<file path="config.mk">
export PLATFORM = sky130hd
export DESIGN_NAME = matrix_data_memory
export DESIGN_NICKNAME = d
export VERILOG_FILES = /design/src/rtl/matrix_data_memory.sv
export SDC_FILE = /design/constraint.sdc
export NUM_CORES = 1
export LEC_CHECK = 0
export BUFFER_PORTS_ARGS = -buffer_cell sky130_fd_sc_hd__clkbuf_2
export CORE_ASPECT_RATIO = 0.5
export CORE_MARGIN = 4
export CORE_UTILIZATION = 48
export DETAILED_ROUTE_END_ITERATION = 8
export SYNTH_ARGS = -nofsm -noshare
export SYNTH_HDL_FRONTEND = slang
export SYNTH_SLANG_ARGS = --single-unit
</file>
<file path="constraint.sdc">
create_clock -name clk -period 6.1 [get_ports clk]
set_input_delay 0.305 -clock clk [delete_from_list [all_inputs] [get_ports clk]]
set_output_delay 0.305 -clock clk [all_outputs]
set_load 0.05 [all_outputs]
</file>
<file path="src/rtl/matrix_data_memory.sv">
// Matrix operand/result memory: read-only A and B regions, writable C region,
// and a row-major valid/ready stream that dumps C.
module matrix_data_memory #(
    parameter int          DATA_W = 32,
    parameter int          DIM    = 3,
    parameter logic [31:0] A_BASE = 32'h0000_0200,
    parameter logic [31:0] B_BASE = 32'h0000_0300,
    parameter logic [31:0] C_BASE = 32'h0000_0100
) (
    input  logic              clk,
    input  logic              reset,
    input  logic              memread,
    input  logic              memwrite,
    input  logic [31:0]       address,
    input  logic [DATA_W-1:0] data_in,
    output logic [DATA_W-1:0] data_out,
    output logic              rd_valid,
    output logic              err,
    input  logic              dump_start,
    output logic              dump_valid,
    input  logic              dump_ready,
    output logic [DATA_W-1:0] dump_data,
    output logic [2:0]        dump_row,
    output logic [2:0]        dump_col,
    output logic              dump_last,
    output logic              busy
);

    localparam int          N     = DIM * DIM;
    localparam int          IW    = $clog2(N);
    localparam logic [31:0] SPAN  = 32'(N * 4);
    localparam logic [2:0]  LASTC = 3'(DIM - 1);
    localparam logic [IW-1:0] LASTK = IW'(N - 1);

    typedef enum logic [1:0] {
        IDLE,
        STREAM,
        DONE
    } state_t;

    state_t state, state_nx;
    logic [IW-1:0] k, k_nx;
    logic [2:0] row, col, row_nx, col_nx;

    logic [DATA_W-1:0] c_mem [N];

    logic aligned;
    logic [31:0] off_a, off_b, off_c;
    logic hit_a, hit_b, hit_c, hit_any;
    logic [IW-1:0] idx_a, idx_b, idx_c;
    logic b_diag;
    logic [DATA_W-1:0] rd_word;

    assign aligned = (address[1:0] == 2'b00);
    assign off_a   = address - A_BASE;
    assign off_b   = address - B_BASE;
    assign off_c   = address - C_BASE;

    assign hit_a   = aligned && (address >= A_BASE) && (off_a < SPAN);
    assign hit_b   = aligned && (address >= B_BASE) && (off_b < SPAN);
    assign hit_c   = aligned && (address >= C_BASE) && (off_c < SPAN);
    assign hit_any = hit_a || hit_b || hit_c;

    assign idx_a = off_a[IW+1:2];
    assign idx_b = off_b[IW+1:2];
    assign idx_c = off_c[IW+1:2];

    // Diagonal elements sit at row-major indices that are multiples of DIM+1.
    assign b_diag = ((32'(idx_b) % 32'(DIM + 1)) == 32'd0);

    always_comb begin
        rd_word = '0;
        if (hit_c) begin
            rd_word = c_mem[idx_c];
        end else if (hit_a) begin
            rd_word = DATA_W'(idx_a) + DATA_W'(1);
        end else if (hit_b) begin
            rd_word = b_diag ? DATA_W'(1) : '0;
        end
    end

    always_ff @(posedge clk) begin
        if (reset) begin
            data_out <= '0;
            rd_valid <= 1'b0;
            err      <= 1'b0;
            for (int i = 0; i < N; i++) begin
                c_mem[i] <= '0;
            end
        end else begin
            rd_valid <= 1'b0;
            err      <= 1'b0;
            if (memread && memwrite) begin
                err <= 1'b1;
            end else if (memread) begin
                rd_valid <= 1'b1;
                data_out <= hit_any ? rd_word : '0;
                err      <= !hit_any;
            end else if (memwrite) begin
                if (hit_c && !busy) begin
                    c_mem[idx_c] <= data_in;
                end else begin
                    err <= 1'b1;
                end
            end
        end
    end

    always_ff @(posedge clk) begin
        if (reset) begin
            state <= IDLE;
            k     <= '0;
            row   <= '0;
            col   <= '0;
        end else begin
            state <= state_nx;
            k     <= k_nx;
            row   <= row_nx;
            col   <= col_nx;
        end
    end

    assign dump_last = (state == STREAM) && (k == LASTK);
    assign dump_data = c_mem[k];
    assign dump_row  = row;
    assign dump_col  = col;

    always_comb begin
        state_nx   = state;
        k_nx       = k;
        row_nx     = row;
        col_nx     = col;
        dump_valid = 1'b0;
        busy       = (state != IDLE);
        unique case (state)
            IDLE: begin
                k_nx   = '0;
                row_nx = '0;
                col_nx = '0;
                if (dump_start) begin
                    state_nx = STREAM;
                end
            end
            STREAM: begin
                dump_valid = 1'b1;
                if (dump_ready) begin
                    if (dump_last) begin
                        state_nx = DONE;
                        k_nx     = '0;
                        row_nx   = '0;
                        col_nx   = '0;
                    end else begin
                        k_nx = k + IW'(1);
                        if (col == LASTC) begin
                            col_nx = '0;
                            row_nx = row + 3'd1;
                        end else begin
                            col_nx = col + 3'd1;
                        end
                    end
                end
            end
            DONE: begin
                state_nx = IDLE;
            end
            default: begin
                state_nx = IDLE;
            end
        endcase
    end

endmodule

</file>
After elaboration in Yosys (flattened, before gate mapping). Memories as Yosys holds them, arrays and structs flattened. A register that Yosys moved wholly into a read port is not among the register bits. Index checks and enable logic that the tools add are counted.

Register bits: 46. RAM bits: 288. Input port bits: 70. Output and inout bits: 75. Word-level logic and storage cells: 92. Memories: 1.

Add/subtract/negate cells: 7. $lt $le $gt $ge: 6. Equality and inequality tests: 7. Multiplexer cells: 39. Bitwise logic cells: 1. Reduce and logical (&&, ||, !) cells: 24.

Memory list: c_mem (words 9, bits a word 32, read ports 2, clocked after Yosys merged registers in 1, write ports 9, line 45) `logic [DATA_W-1:0] c_mem [N];`.

Operator list (number): $lt A32 B6 Y1 const B (3); $mux W32 (3); $ge A32 B10 Y1 const B (2); $sub A32 B10 Y32 const B (2); $ge A32 B9 Y1 const B (1); $logic_not A32 Y1 (1); $reduce_or A32 Y1 (1); $sub A32 B9 Y32 const B (1); $mux W4 (5); $mux W3 (6); $mux W1 (17); $pmux W3 S2 (2); $logic_and A1 B1 Y1 (9); $pmux W4 S2 (1); $add A3 B1 Y3 const B (2); $mux W2 (3); $ne A2 B2 Y1 const B (3); $reduce_and A3 Y1 (2); $add A4 B1 Y5 const B (1); $mux W5 (1); $add A4 B1 Y4 const B (1); $eq A4 B4 Y1 const B (1); $logic_not A2 Y1 (2); $pmux W2 S2 (1); other kinds (9) (13).

Logic depth before layout (Yosys ltp). Gate-level depths: netlist (run 1).

Depth after elaboration: 12. Gate-level depth with buffers: 14. Mapped depth without buffers: 9.

Worst setup path before layout (run 1). Ideal clock, no wire load.

Kind: in2reg. From: in address[2]. To: mem c_mem[0][0] (enable). Setup time: 466 ps. Arrival: 4877 ps. Data required time: 5634 ps. Path slack: 757 ps. Stages on the path: 13. Path buffers: 4. Cell sequence: clkbuf_1 -> buf_1 -> buf_2 -> inv_1 -> ha_1 -> nand2b_1 -> a2111oi_4 -> and4_1 -> nand4_1 -> nor3_4 -> nand4b_2 -> buf_2 -> o21ai_0.

RTL lines: start, declared (line 14) `input logic [31:0] address,`; end, declared (line 45).

==> results.py, run 1 <==
metrics = {
    "critical_path": {
        "critical_path.endpoint_type": "register",
        "crit_required_ns": 6.39,
        "worst-r2r-cell-count": 5,
        "largest_fanout_on_the_critical_path": 22,
        "worst-setup-path-type": "in2reg",
        "start_kind": "primary input",
        "cp.arrival_ns": 4.32,
    },
    "timing": {
        "report.final.slew_viol_count": 0,
        "final_period_minus_worst_setup_slack_ns": 4.03,
        "final-setup-viol-count": 0,
        "max-slew-margin-rel_pct": 28.5,
        "worstMarginPinSlew_ns": 1.07,
        "rsz0062_at_grt": "no",
        "finalHoldViolCount": 0,
        "fin_tns_setup_ns": 0,
        "clock.fmax_mhz": 248,
        "worst_setup_skew_after_layout_ns": 0.0177,
        "post-route-period-util_pct": 66.0,
    },
    "grt": {
        "grt_antenna_before_repair": 0,
        "vias_in_the_first_global_route": 17600,
        "grt_start_max_net_pins": 77,
        "grt.overflow.total": 0,
        "grt_first_pass_wirelength_um": 115000,
        "grt_use_total_pct": 24.1,
    },
    "yosys": {
        "yosys.cell_types.count": 65,
        "combinational_family_with_the_most_area_after_synthesis": "multiplexers",
        "synth_mux_area_share_pct": 25.2,
        "syn_area_per_cell_um2": 16.4,
        "cell_area_after_technology_mapping_um2": 28500,
        "synth-edff-count": 512,
        "post_synth_xor_area_fraction_pct": 0.491,
        "simple_gate_fraction_of_synth_area_pct": 11.1,
        "async_reset_ff_share_pct": 0,
        "synth-seq-cells": 562,
        "post_synth_fa_ha_maj_area_fraction_pct": 0.482,
        "synth_compound_gate_area_share_pct": 2.09,
        "synth_top_cell_area_share_pct": 53.9,
        "dominant_cells_by_area_after_synthesis": "edfxtp_1 (54%), mux4_2 (25%), nor3_2 (3.5%)",
        "synth-main-ff-cell": "edfxtp_1",
        "yosys_warnings": 0,
        "post_synth_inst_count": 1739,
        "synth_sequential_area_ratio_pct": 57.4,
        "synth_area_leader_cell": "edfxtp_1",
    },
    "clocking": {
        "cts-htree-levels": 2,
        "ctsResizeCount": 0,
        "numClockSinks": 562,
        "cts_setup_buffers": 0,
        "numCtsBuffers": 53,
        "clock_path_buffers": 3,
        "tritoncts_clock_tree": "built",
        "clock_latency_ns": 0.60,
        "clk_pin_slew_ns": 0.06,
        "clock-root-buffer": "clkbuf_16",
    },
    "detailed_routing": {
        "drtAntennaViolNets": 0,
        "drt-met1-wl_um": 34200,
        "route.detailed.vias_per_inst": 6.24,
        "drt-pass1-iter-count": 5,
        "wl_met2_um": 34500,
        "routed.top_layer": "met4",
        "first_iter_violations": 1977,
        "drt_drc_violations_left": 0,
        "detail_route.wirelength_um": 76100,
        "dr_total_vias": 17300,
        "met3_wirelength_um": 6720,
        "avgRoutedWirePerCell_um": 27.4,
    },
    "place": {
        "dp.final_hpwl_um": 47200,
        "globalplace.congestion": 0.875,
        "io_buffer_count": 144,
    },
    "floorplan": {
        "floorplan.die_area_um2": 63600,
        "dieHeight_um": 180,
        "row_count": 62,
        "starting_utilization_of_the_core_area_pct": 49.1,
        "fp.dieW_um": 353,
        "core_area_um2": 58100,
        "io_pins": 145,
    },
    "power": {
        "powerDensity_nw_per_um2": 266,
        "power.clock.fraction_pct": 39.0,
        "report.power.total_uw": 8620,
        "power.internal_uw": 6560,
        "power.switching_fraction_pct": 24.0,
        "seq_power_share_pct": 51.1,
        "combinationalPowerShare_pct": 9.9,
        "vdd_drop_max_v": 0.000222,
        "power_leakage_uw": 0.0107,
        "total_switching_power_uw": 2070,
    },
    "min_path": {
        "worst_hold_path.num_cells": 1,
        "min-delay-path-class": "in2reg",
    },
    "flow_run": {
        "maxCapViolCount": 0,
    },
    "cells_and_area": {
        "num-fill-cells": 4691,
        "drive_above_1_share_pct": 35.9,
        "nNetsFinal": 2054,
        "syn2layout_area_growth_pct": 13.7,
        "antenna_cells": 0,
    },
    "status": {
        "status": "complete, no violations",
    },
}
-- metal layers --
layer  up-vias  GRT usage [%]
met5         -              0
met4         0           2.87
met3        66           4.11
met2       696           36.6
met1      9143           38.1
li1       7434              -
-- final timing paths --
check               start            to  slack [ns]
max            address[9]  c_mem[8][19]        2.07
min reg2reg  data_out[18]  data_out[18]        0.45
max reg2reg      state[0]  c_mem[8][19]        2.67
min            data_in[7]  c_mem[15][7]        0.01
-- per-stage QoR --
step	worst slack (ns)	instances	instance area, um2	utilization (%)	hold WS (ns)
after CTS	2.05	2779	32400	55.8	0.00169
final	2.07	2779	32400	55.8	0.0128
after floorplan	0.757	1866	29000	-	0.404
after global routing	1.83	2779	32400	55.8	0.00877
after detailed placement	1.45	2667	30500	52.6	0.447
after global placement	1.53	2667	30500	52.6	0.443
-- cells by family (layout without fill, tap and decap cells) --
group,Yosys count,in the layout
AND/OR/NAND/NOR,534,534
adder cells (fa/ha/maj),11,11
other,1,128
AO/OA/AOI/OAI,93,93
flip-flops,562,562
multiplexers,320,320
XOR/XNOR,16,16
buffers and inverters,202,347
-- registers in the layout (all words and copies together) (netlist names), named ones only --
name / cells
dump_col: 3
state: 2
dump_row: 3
k: 4
rd_valid: 1
err: 1
c_mem: 512
data_out: 32
-- power groups by stage --
stage          Clock (uW)  Combinational, uW  Sequential [uW]
5_1_grt              3590                911             4420
3_3_place_gp            0                846             4480
2_1_floorplan           0                573             4470
3_5_place_dp            0                848             4490
6_report             3360                857             4410
4_1_cts              3410                860             4410
-- worst max-delay path: stages --
cell      delay, ns
clkbuf_2       0.15
inv_1          0.12
ha_1           0.27
or3b_2         0.54
o41ai_1        0.33
and4_1         0.24
nand4_1        0.14
nor3_4         0.21
buf_4          0.18
nand4_4        0.55
o21ai_4        0.97
buf_12         0.27
-- placed cells by master (no fill, tap or decap), types with 40 or more instances in the layout --
master | synthesis | final
mux4_2 | 319 | 319
edfxtp_1 | 512 | 512
dfxtp_1 | 50 | 46
nor3_1 | 99 | 98
inv_1 | 47 | 44
clkbuf_16 | 0 | 54
a21oi_1 | 40 | 40
nand3_1 | 42 | 42
clkbuf_2 | 0 | 141
nand2_1 | 82 | 82
nor3_2 | 101 | 102
conb_1 | 1 | 128
nor2_1 | 125 | 122
-- Yosys cell counts (2+ instances only) --
cell	n
o31ai_1	6
mux4_2	319
o22ai_1	2
o21ai_0	17
nand2_1	82
nand4_2	2
nor3b_1	5
a22oi_1	3
a21o_1	3
a2111oi_0	3
nand4_1	17
nor4_2	3
or2_2	3
edfxtp_1	512
nor4b_1	3
xnor2_1	5
dfxtp_1	50
xor2_1	11
nor2b_1	3
clkbuf_1	88
nand2b_1	6
nor2_1	125
o31a_1	2
and3_1	4
buf_6	18
nor4_4	2
nor3_1	99
or4_1	6
buf_2	21
o2111ai_1	2
nor3_2	101
or3_1	5
nor4_1	11
nand3b_1	2
buf_1	27
and4_1	2
ha_1	11
and2_1	3
nand4b_1	2
a21oi_1	40
inv_1	47
a211o_1	2
nand3_1	42
-- timing repair --
action	in CTS	in global routing
endpoints found under the hold margin	112	0
endpoints found under the setup margin	0	0
hold buffers	19	0
-- final cells by class --
type | instances | area, um2 | area share [%]
repair buffers | 207 | 1340 | 4.12
clock buffers | 63 | 1390 | 4.27
clock inverters | 30 | 317 | 0.976
well taps | 768 | 961 | 2.96
multi-input cells | 1102 | 11900 | 36.6
inverters | 47 | 179 | 0.552
flip-flops and latches | 562 | 16400 | 50.5
No activity file was read; power rests on OpenSTA's default activity.
==> run 2, diff against run 1 <==
- ABC_AREA: unset -> 1
- clock period: 6.1 -> 4 ns (I/O delays scaled with it)
==> run 2 against run 1 <==
  * Synthesized cell count up 110%
  * Sequential power up 52%
  * Register-to-register slack worse by 0.78 ns
  * Cell area up 6.1%
  * Hold slack better by 0.097 ns
  * Largest power group unchanged
  * Wire length up 30%
==> results.py, run 2 <==
metrics = {
    "status": {
        "status": "complete, no violations",
    },
    "yosys": {
        "synth-main-ff-cell": "edfxtp_1",
        "synth_mux_area_share_pct": 0.956,
        "cell_area_after_technology_mapping_um2": 30300,
        "synth_area_leader_cell": "edfxtp_1",
        "yosys.cell_types.count": 41,
        "synth_compound_gate_area_share_pct": 18.4,
        "synth_top_cell_area_share_pct": 50.7,
        "async_reset_ff_share_pct": 0,
        "simple_gate_fraction_of_synth_area_pct": 17.9,
        "synthMostInstantiatedCell": "nor2_1",
        "synth_sequential_area_ratio_pct": 54.0,
        "combinational_family_with_the_most_area_after_synthesis": "compound AO/OA/AOI/OAI gates",
        "synth-edff-count": 512,
        "post_synth_fa_ha_maj_area_fraction_pct": 0.453,
        "post_synth_inst_count": 3571,
        "dominant_cells_by_area_after_synthesis": "edfxtp_1 (51%), o21ai_0 (8.1%), nor2_1 (7.8%)",
        "yosys_warnings": 0,
        "synth.cells.most_frequent": "nor2_1 (632), edfxtp_1 (512), o21ai_0 (491)",
        "syn_area_per_cell_um2": 8.50,
        "synth-seq-cells": 562,
        "post_synth_xor_area_fraction_pct": 0.404,
    },
    "clocking": {
        "cts_setup_buffers": 0,
        "numClockSinks": 562,
        "clk_pin_slew_ns": 0.07,
        "numCtsBuffers": 51,
        "tritoncts_clock_tree": "built",
        "ctsResizeCount": 0,
        "clock_latency_ns": 0.60,
        "cts_hold_repair.buffers": 36,
        "clock_path_buffers": 3,
        "cts-htree-levels": 2,
        "clock-root-buffer": "clkbuf_16",
    },
    "detailed_routing": {
        "detail_route.wirelength_um": 99000,
        "drt_drc_violations_left": 0,
        "drt-pass1-iter-count": 5,
        "drtAntennaViolNets": 0,
        "dr_total_vias": 26600,
        "route.detailed.vias_per_inst": 5.71,
        "first_iter_violations": 3281,
        "avgRoutedWirePerCell_um": 21.3,
    },
    "power": {
        "report.power.total_uw": 13200,
        "vdd_drop_max_v": 0.000288,
        "power_leakage_uw": 0.0136,
        "powerDensity_nw_per_um2": 383,
    },
    "cells_and_area": {
        "seq_area_um2": 16400,
        "flip_flop_count_of_the_largest_register_all_copies_and_words_added": 512,
        "syn2layout_area_growth_pct": 13.4,
        "stdcell_count": 4654,
        "num-fill-cells": 5710,
        "most_common_cell_after_layout_fill_and_taps_aside": "nor2_1",
        "drive_above_1_share_pct": 9.85,
        "multi_input_area_um2": 12100,
        "largest_registers": "c_mem x512, data_out x32, k x4",
        "antenna_cells": 0,
        "most-common-layout-cells": "nor2_1 (626), edfxtp_1 (512), o21ai_0 (491)",
        "final_core_utilization_pct": 55.7,
        "nNetsFinal": 3870,
        "regMostFlops": "c_mem",
    },
    "timing": {
        "final-setup-viol-count": 0,
        "report.final.slew_viol_count": 0,
        "finalHoldWorstSlack_ns": 0.110,
        "rsz0062_at_grt": "no",
        "worstMarginPinSlew_ns": 1.15,
        "fin_tns_setup_ns": 0,
        "finalHoldViolCount": 0,
        "final_period_minus_worst_setup_slack_ns": 3.13,
        "max-slew-margin-rel_pct": 23.3,
        "clock.fmax_mhz": 319,
        "worst_setup_skew_after_layout_ns": 0.0122,
        "post-route-period-util_pct": 78.3,
    },
    "min_path": {
        "worst_hold_path.num_cells": 3,
        "min-delay-path-class": "in2reg",
        "holdPathEnd": "data_out[2]",
        "worstHoldStart": "reset",
    },
    "critical_path": {
        "crit_path_max_incr_delay_ns": 0.75,
        "worstReg2RegEnd": "c_mem[2][27]",
        "critical_path.endpoint_type": "output pin",
        "reg2reg_setup_slack_ns": 1.89,
        "path_delay_family": "buffers and inverters",
        "worst-r2r-cell-count": 7,
        "largest_fanout_on_the_critical_path": 61,
        "crit_required_ns": 3.80,
        "worst_r2r_startpoint": "state[0]",
        "critical_path_buf_inv_count": 3,
        "cp.arrival_ns": 2.93,
        "start_kind": "register",
        "crit_path_cell_chain": "buf_12 -> buf_12 -> a21oi_1 -> o21ai_0 -> o21ai_0 -> o211ai_1 -> nand2_1 -> clkbuf_2",
        "crit_slowest_cell": "dfxtp_4",
        "worst-setup-path-type": "reg2out",
    },
    "floorplan": {
        "row_count": 64,
        "dieHeight_um": 186,
        "starting_utilization_of_the_core_area_pct": 49.1,
        "fp.dieW_um": 364,
        "io_pins": 145,
        "floorplan.die_area_um2": 67600,
        "core_area_um2": 61800,
    },
    "place": {
        "io_buffer_count": 144,
        "dp_cells": 4525,
        "dp.final_hpwl_um": 63900,
        "globalplace.congestion": 0.980,
    },
    "grt": {
        "grt_first_pass_wirelength_um": 149000,
        "grt.overflow.total": 0,
        "grt_start_max_net_pins": 188,
        "vias_in_the_first_global_route": 24700,
        "grt_use_total_pct": 29.0,
        "grt_antenna_before_repair": 2,
    },
    "flow_run": {
        "maxCapViolCount": 0,
    },
}
[run 2: cell count changes in the layout (fill, tap and decap cells not counted), sizes merged, moves of 27 or more]
cell,delta
a221oi,+27
o21ai,+476
mux4,-319
clkinv,+33
nand3,+90
inv,+271
nor2,+529
nor3,-197
o211ai,+61
buf,+54
a21oi,+402
mux2i,+28
nand2,+406
[run 2: cell type report]
cell class,instances,area share [%]
flip-flops and latches,562,47.6
well taps,825,3.00
clock inverters,27,0.509
clock buffers,66,4.02
multi-input cells,2546,35.2
repair buffers,279,5.80
inverters,349,3.84
[run 2: layer usage]
metal / GRT usage, % / vias to the layer above / routed length [um] / share of wire (%)
li1: - / 12500 / - / -
met1: 42.9 / 12600 / 43900 / 44
met2: 44.6 / 1327 / 42700 / 43
met3: 5.04 / 149 / 10400 / 10
met4: 7.05 / 0 / 2010 / 2.0
met5: 0 / - / 0 / 0
[run 2: worst max path at each step]
stage               cells after the start       start  slack [ns]       endpoint
finish                                  8    register        0.87  dump_data[12]
CTS                                     8    register        0.83  dump_data[12]
floorplan                              22  address[2]        0.17    c_mem[0][0]
detailed placement                     16  address[9]        0.42   c_mem[2][22]
global route                            8    register        0.67  dump_data[28]
global placement                       16  address[9]        0.53  c_mem[11][22]
[run 2: logic make-up after synthesis]
kind of cell               after synthesis
other                                    1
AOI/OAI and AO/OA                     1047
buffers and inverters                  590
xor gates and xnor gates                14
and+or+nand+nor                       1317
adders and majority gates               11
DFF                                    562
muxes                                   29
[run 2: report_power, final]
part,switching (uW),total [uW],leakage (uW),internal [uW]
Combinational,1240,1720,0.00728,480
Sequential,95.6,6700,0.00552,6610
Clock,2230,4740,0.000764,2510
[run 2: worst min-delay path, cell delays in order]
cell and delay (ns):
clkbuf_2 0.08, buf_4 0.25, nor2_1 0.13
[run 2: through the flow]
| step | instance area (um2) | setup WS, ns |
|---|---|---|
| floorplan | 30900 | 0.166 |
| global placement | 32500 | 0.529 |
| detailed placement | 32500 | 0.421 |
| CTS | 34400 | 0.833 |
| global route | 34400 | 0.668 |
| finish | 34400 | 0.866 |
==> run 3, diff against run 2 <==
- ABC_AREA: 1 -> 0
- PLACE_DENSITY: unset -> 0.67
- clock period: 4 -> 2.6 ns (I/O delays scaled with it)
==> run 3 against run 2 <==
  * The flow now finishes with violations (setup timing)
  * Flip-flop and latch count unchanged
  * Final cell count decreased by 36%
  * Combinational power increased by 40%
  * Clock power increased by 56%
  * First-iteration DRC count decreased by 35%
  * Largest power group unchanged
  * Wire length decreased by 21%
  * Core utilization increased by 4.4 points
  * Highest routed layer unchanged
==> results.py, run 3 (synthesis gave the netlist of run 1 again) <==
metrics = {
    "status": {
        "status": "finished, violations left",
        "failed_checks": "setup timing",
    },
    "critical_path": {
        "critical_path_buf_inv_count": 4,
        "crit_slowest_cell": "mux4_2",
        "worst-setup-path-type": "reg2out",
        "worst_r2r_startpoint": "state[0]",
        "start_kind": "register",
        "crit_required_ns": 2.47,
        "largest_fanout_on_the_critical_path": 8,
        "reg2reg_setup_slack_ns": 0.22,
        "worstReg2RegEnd": "c_mem[3][18]",
        "critical_path.most_common_cell": "mux4_2",
        "path_delay_family": "multiplexers",
        "cp.arrival_ns": 2.71,
        "crit_path_cell_chain": "buf_12 -> clkbuf_16 -> buf_16 -> mux4_2 -> mux4_2 -> buf_8",
        "worst-r2r-cell-count": 7,
        "crit_path_max_incr_delay_ns": 0.54,
        "critical_path_depth": 6,
        "critical_path.endpoint_type": "output pin",
    },
    "timing": {
        "max-slew-margin-rel_pct": 55.9,
        "post-route-period-util_pct": 109,
        "worst_setup_skew_after_layout_ns": 0.0212,
        "setup_ws_ns": -0.244,
        "report.final.slew_viol_count": 0,
        "final_period_minus_worst_setup_slack_ns": 2.84,
        "final-setup-viol-count": 32,
        "finalHoldViolCount": 0,
        "fin_tns_setup_ns": -5.24,
        "clock.fmax_mhz": 352,
        "worstMarginPinSlew_ns": 0.662,
        "rsz0062_at_grt": "yes",
    },
    "grt": {
        "grt.overflow.total": 0,
        "grt_use_total_pct": 24.7,
        "vias_in_the_first_global_route": 18600,
        "grt_first_pass_wirelength_um": 119000,
        "grt_start_max_net_pins": 71,
        "grt_antenna_before_repair": 1,
    },
    "detailed_routing": {
        "drt_drc_violations_left": 0,
        "route.detailed.vias_per_inst": 6.24,
        "drt-pass1-iter-count": 5,
        "dr_total_vias": 18500,
        "drtAntennaViolNets": 0,
        "avgRoutedWirePerCell_um": 26.6,
        "first_iter_violations": 2122,
        "detail_route.wirelength_um": 78600,
    },
    "clocking": {
        "clock-root-buffer": "clkbuf_16",
        "clk_pin_slew_ns": 0.06,
        "numCtsBuffers": 50,
        "cts-htree-levels": 2,
        "numClockSinks": 562,
        "tritoncts_clock_tree": "built",
        "clock_path_buffers": 3,
        "clock_latency_ns": 0.60,
    },
    "floorplan": {
        "fp.dieW_um": 353,
        "floorplan.die_area_um2": 63600,
        "row_count": 62,
        "dieHeight_um": 180,
        "core_area_um2": 58100,
        "starting_utilization_of_the_core_area_pct": 49.1,
        "io_pins": 145,
    },
    "cells_and_area": {
        "most_common_cell_after_layout_fill_and_taps_aside": "edfxtp_1",
        "largest_registers": "c_mem x512, data_out x32, k x4",
        "multi_input_area_um2": 11900,
        "most-common-layout-cells": "edfxtp_1 (512), mux4_2 (319), buf_4 (140)",
        "syn2layout_area_growth_pct": 22.5,
        "seq_area_um2": 16400,
        "flip_flop_count_of_the_largest_register_all_copies_and_words_added": 512,
        "num-fill-cells": 4313,
        "antenna_cells": 0,
        "drive_above_1_share_pct": 40.3,
        "nNetsFinal": 2232,
        "regMostFlops": "c_mem",
    },
    "min_path": {
        "holdPathEnd": "dump_row[0]",
        "worst_hold_path.num_cells": 3,
        "worstHoldStart": "reset",
        "min-delay-path-class": "in2reg",
    },
    "place": {
        "io_buffer_count": 144,
        "dp.final_hpwl_um": 50400,
        "globalplace.congestion": 0.916,
    },
    "flow_run": {
        "maxCapViolCount": 0,
    },
    "power": {
        "report.power.total_uw": 20100,
        "power_leakage_uw": 0.0119,
        "vdd_drop_max_v": 0.000458,
        "powerDensity_nw_per_um2": 576,
    },
}
-- run 3: cell count changes in the layout (fill, tap and decap cells not counted), sizes merged, moves of 197 or more --
cell   delta
o21ai   -476
nor2    -529
inv     -272
nand2   -406
a21oi   -402
nor3    +197
mux4    +319
-- run 3: per-stage QoR --
| stage | hold WS, ns | area (um2) | cells | worst slack (ns) | util (%) |
|---|---|---|---|---|---|
| after floorplan | 0.229 | 29300 | 1866 | -0.437 | - |
| after global placement | 0.430 | 32200 | 2806 | -0.464 | 55.4 |
| after detailed placement | 0.436 | 32200 | 2806 | -0.497 | 55.4 |
| after CTS | 0.149 | 34800 | 2953 | -0.265 | 59.9 |
| after global routing | 0.184 | 34900 | 2959 | -0.296 | 60.1 |
| final | 0.175 | 34900 | 2959 | -0.244 | 60.1 |
-- run 3: worst max-delay path by stage --
| stage | start | to | slack (ns) |
|---|---|---|---|
| 3_5_place_dp | address[1] | c_mem[0][13] | -0.50 |
| 4_1_cts | register | dump_data[3] | -0.27 |
| 5_1_grt | register | dump_data[3] | -0.30 |
| 2_1_floorplan | address[2] | c_mem[4][0] | -0.44 |
| 6_report | register | dump_data[15] | -0.24 |
| 3_3_place_gp | address[1] | c_mem[0][15] | -0.46 |
-- run 3: final cells by class --
| cell class | count | area share [%] |
|---|---|---|
| clock buffers | 77 | 4.07 |
| clock inverters | 15 | 0.484 |
| inverters | 47 | 0.527 |
| multi-input cells | 1102 | 34.1 |
| flip-flops and latches | 562 | 46.9 |
| well taps | 768 | 2.75 |
| repair buffers | 388 | 11.1 |
-- run 3: where the power goes --
part	leakage, uW	total [uW]	internal [uW]	switching, uW
clock	0.000774	7400	4070	3320
combinational	0.00560	2410	1120	1290
sequential	0.00552	10300	10200	156
total	0.0119	20100	15400	4770
-- run 3: routing by layer --
metal,global-route usage [%],share of wire (%),vias to the layer above
li1,-,-,7813
met1,37.1,41,9611
met2,39.1,47,933
met3,4.20,9.8,97
met4,4.22,1.5,0
met5,0,0,-
-- run 3: what timing repair did --
action | 4_1_cts | 5_1_grt
hold buffers | 37 | 0
gates cloned | 8 | 2
resized for setup | 83 | 33
endpoints found under the hold margin | 239 | 0
setup buffers | 11 | 7
pin swaps | 0 | 1
endpoints found under the setup margin | 32 | 56
-- run 3: tightest hold or removal path: stages --
cell and delay (ns):
clkbuf_2 0.12, buf_4 0.30, nor2_1 0.15
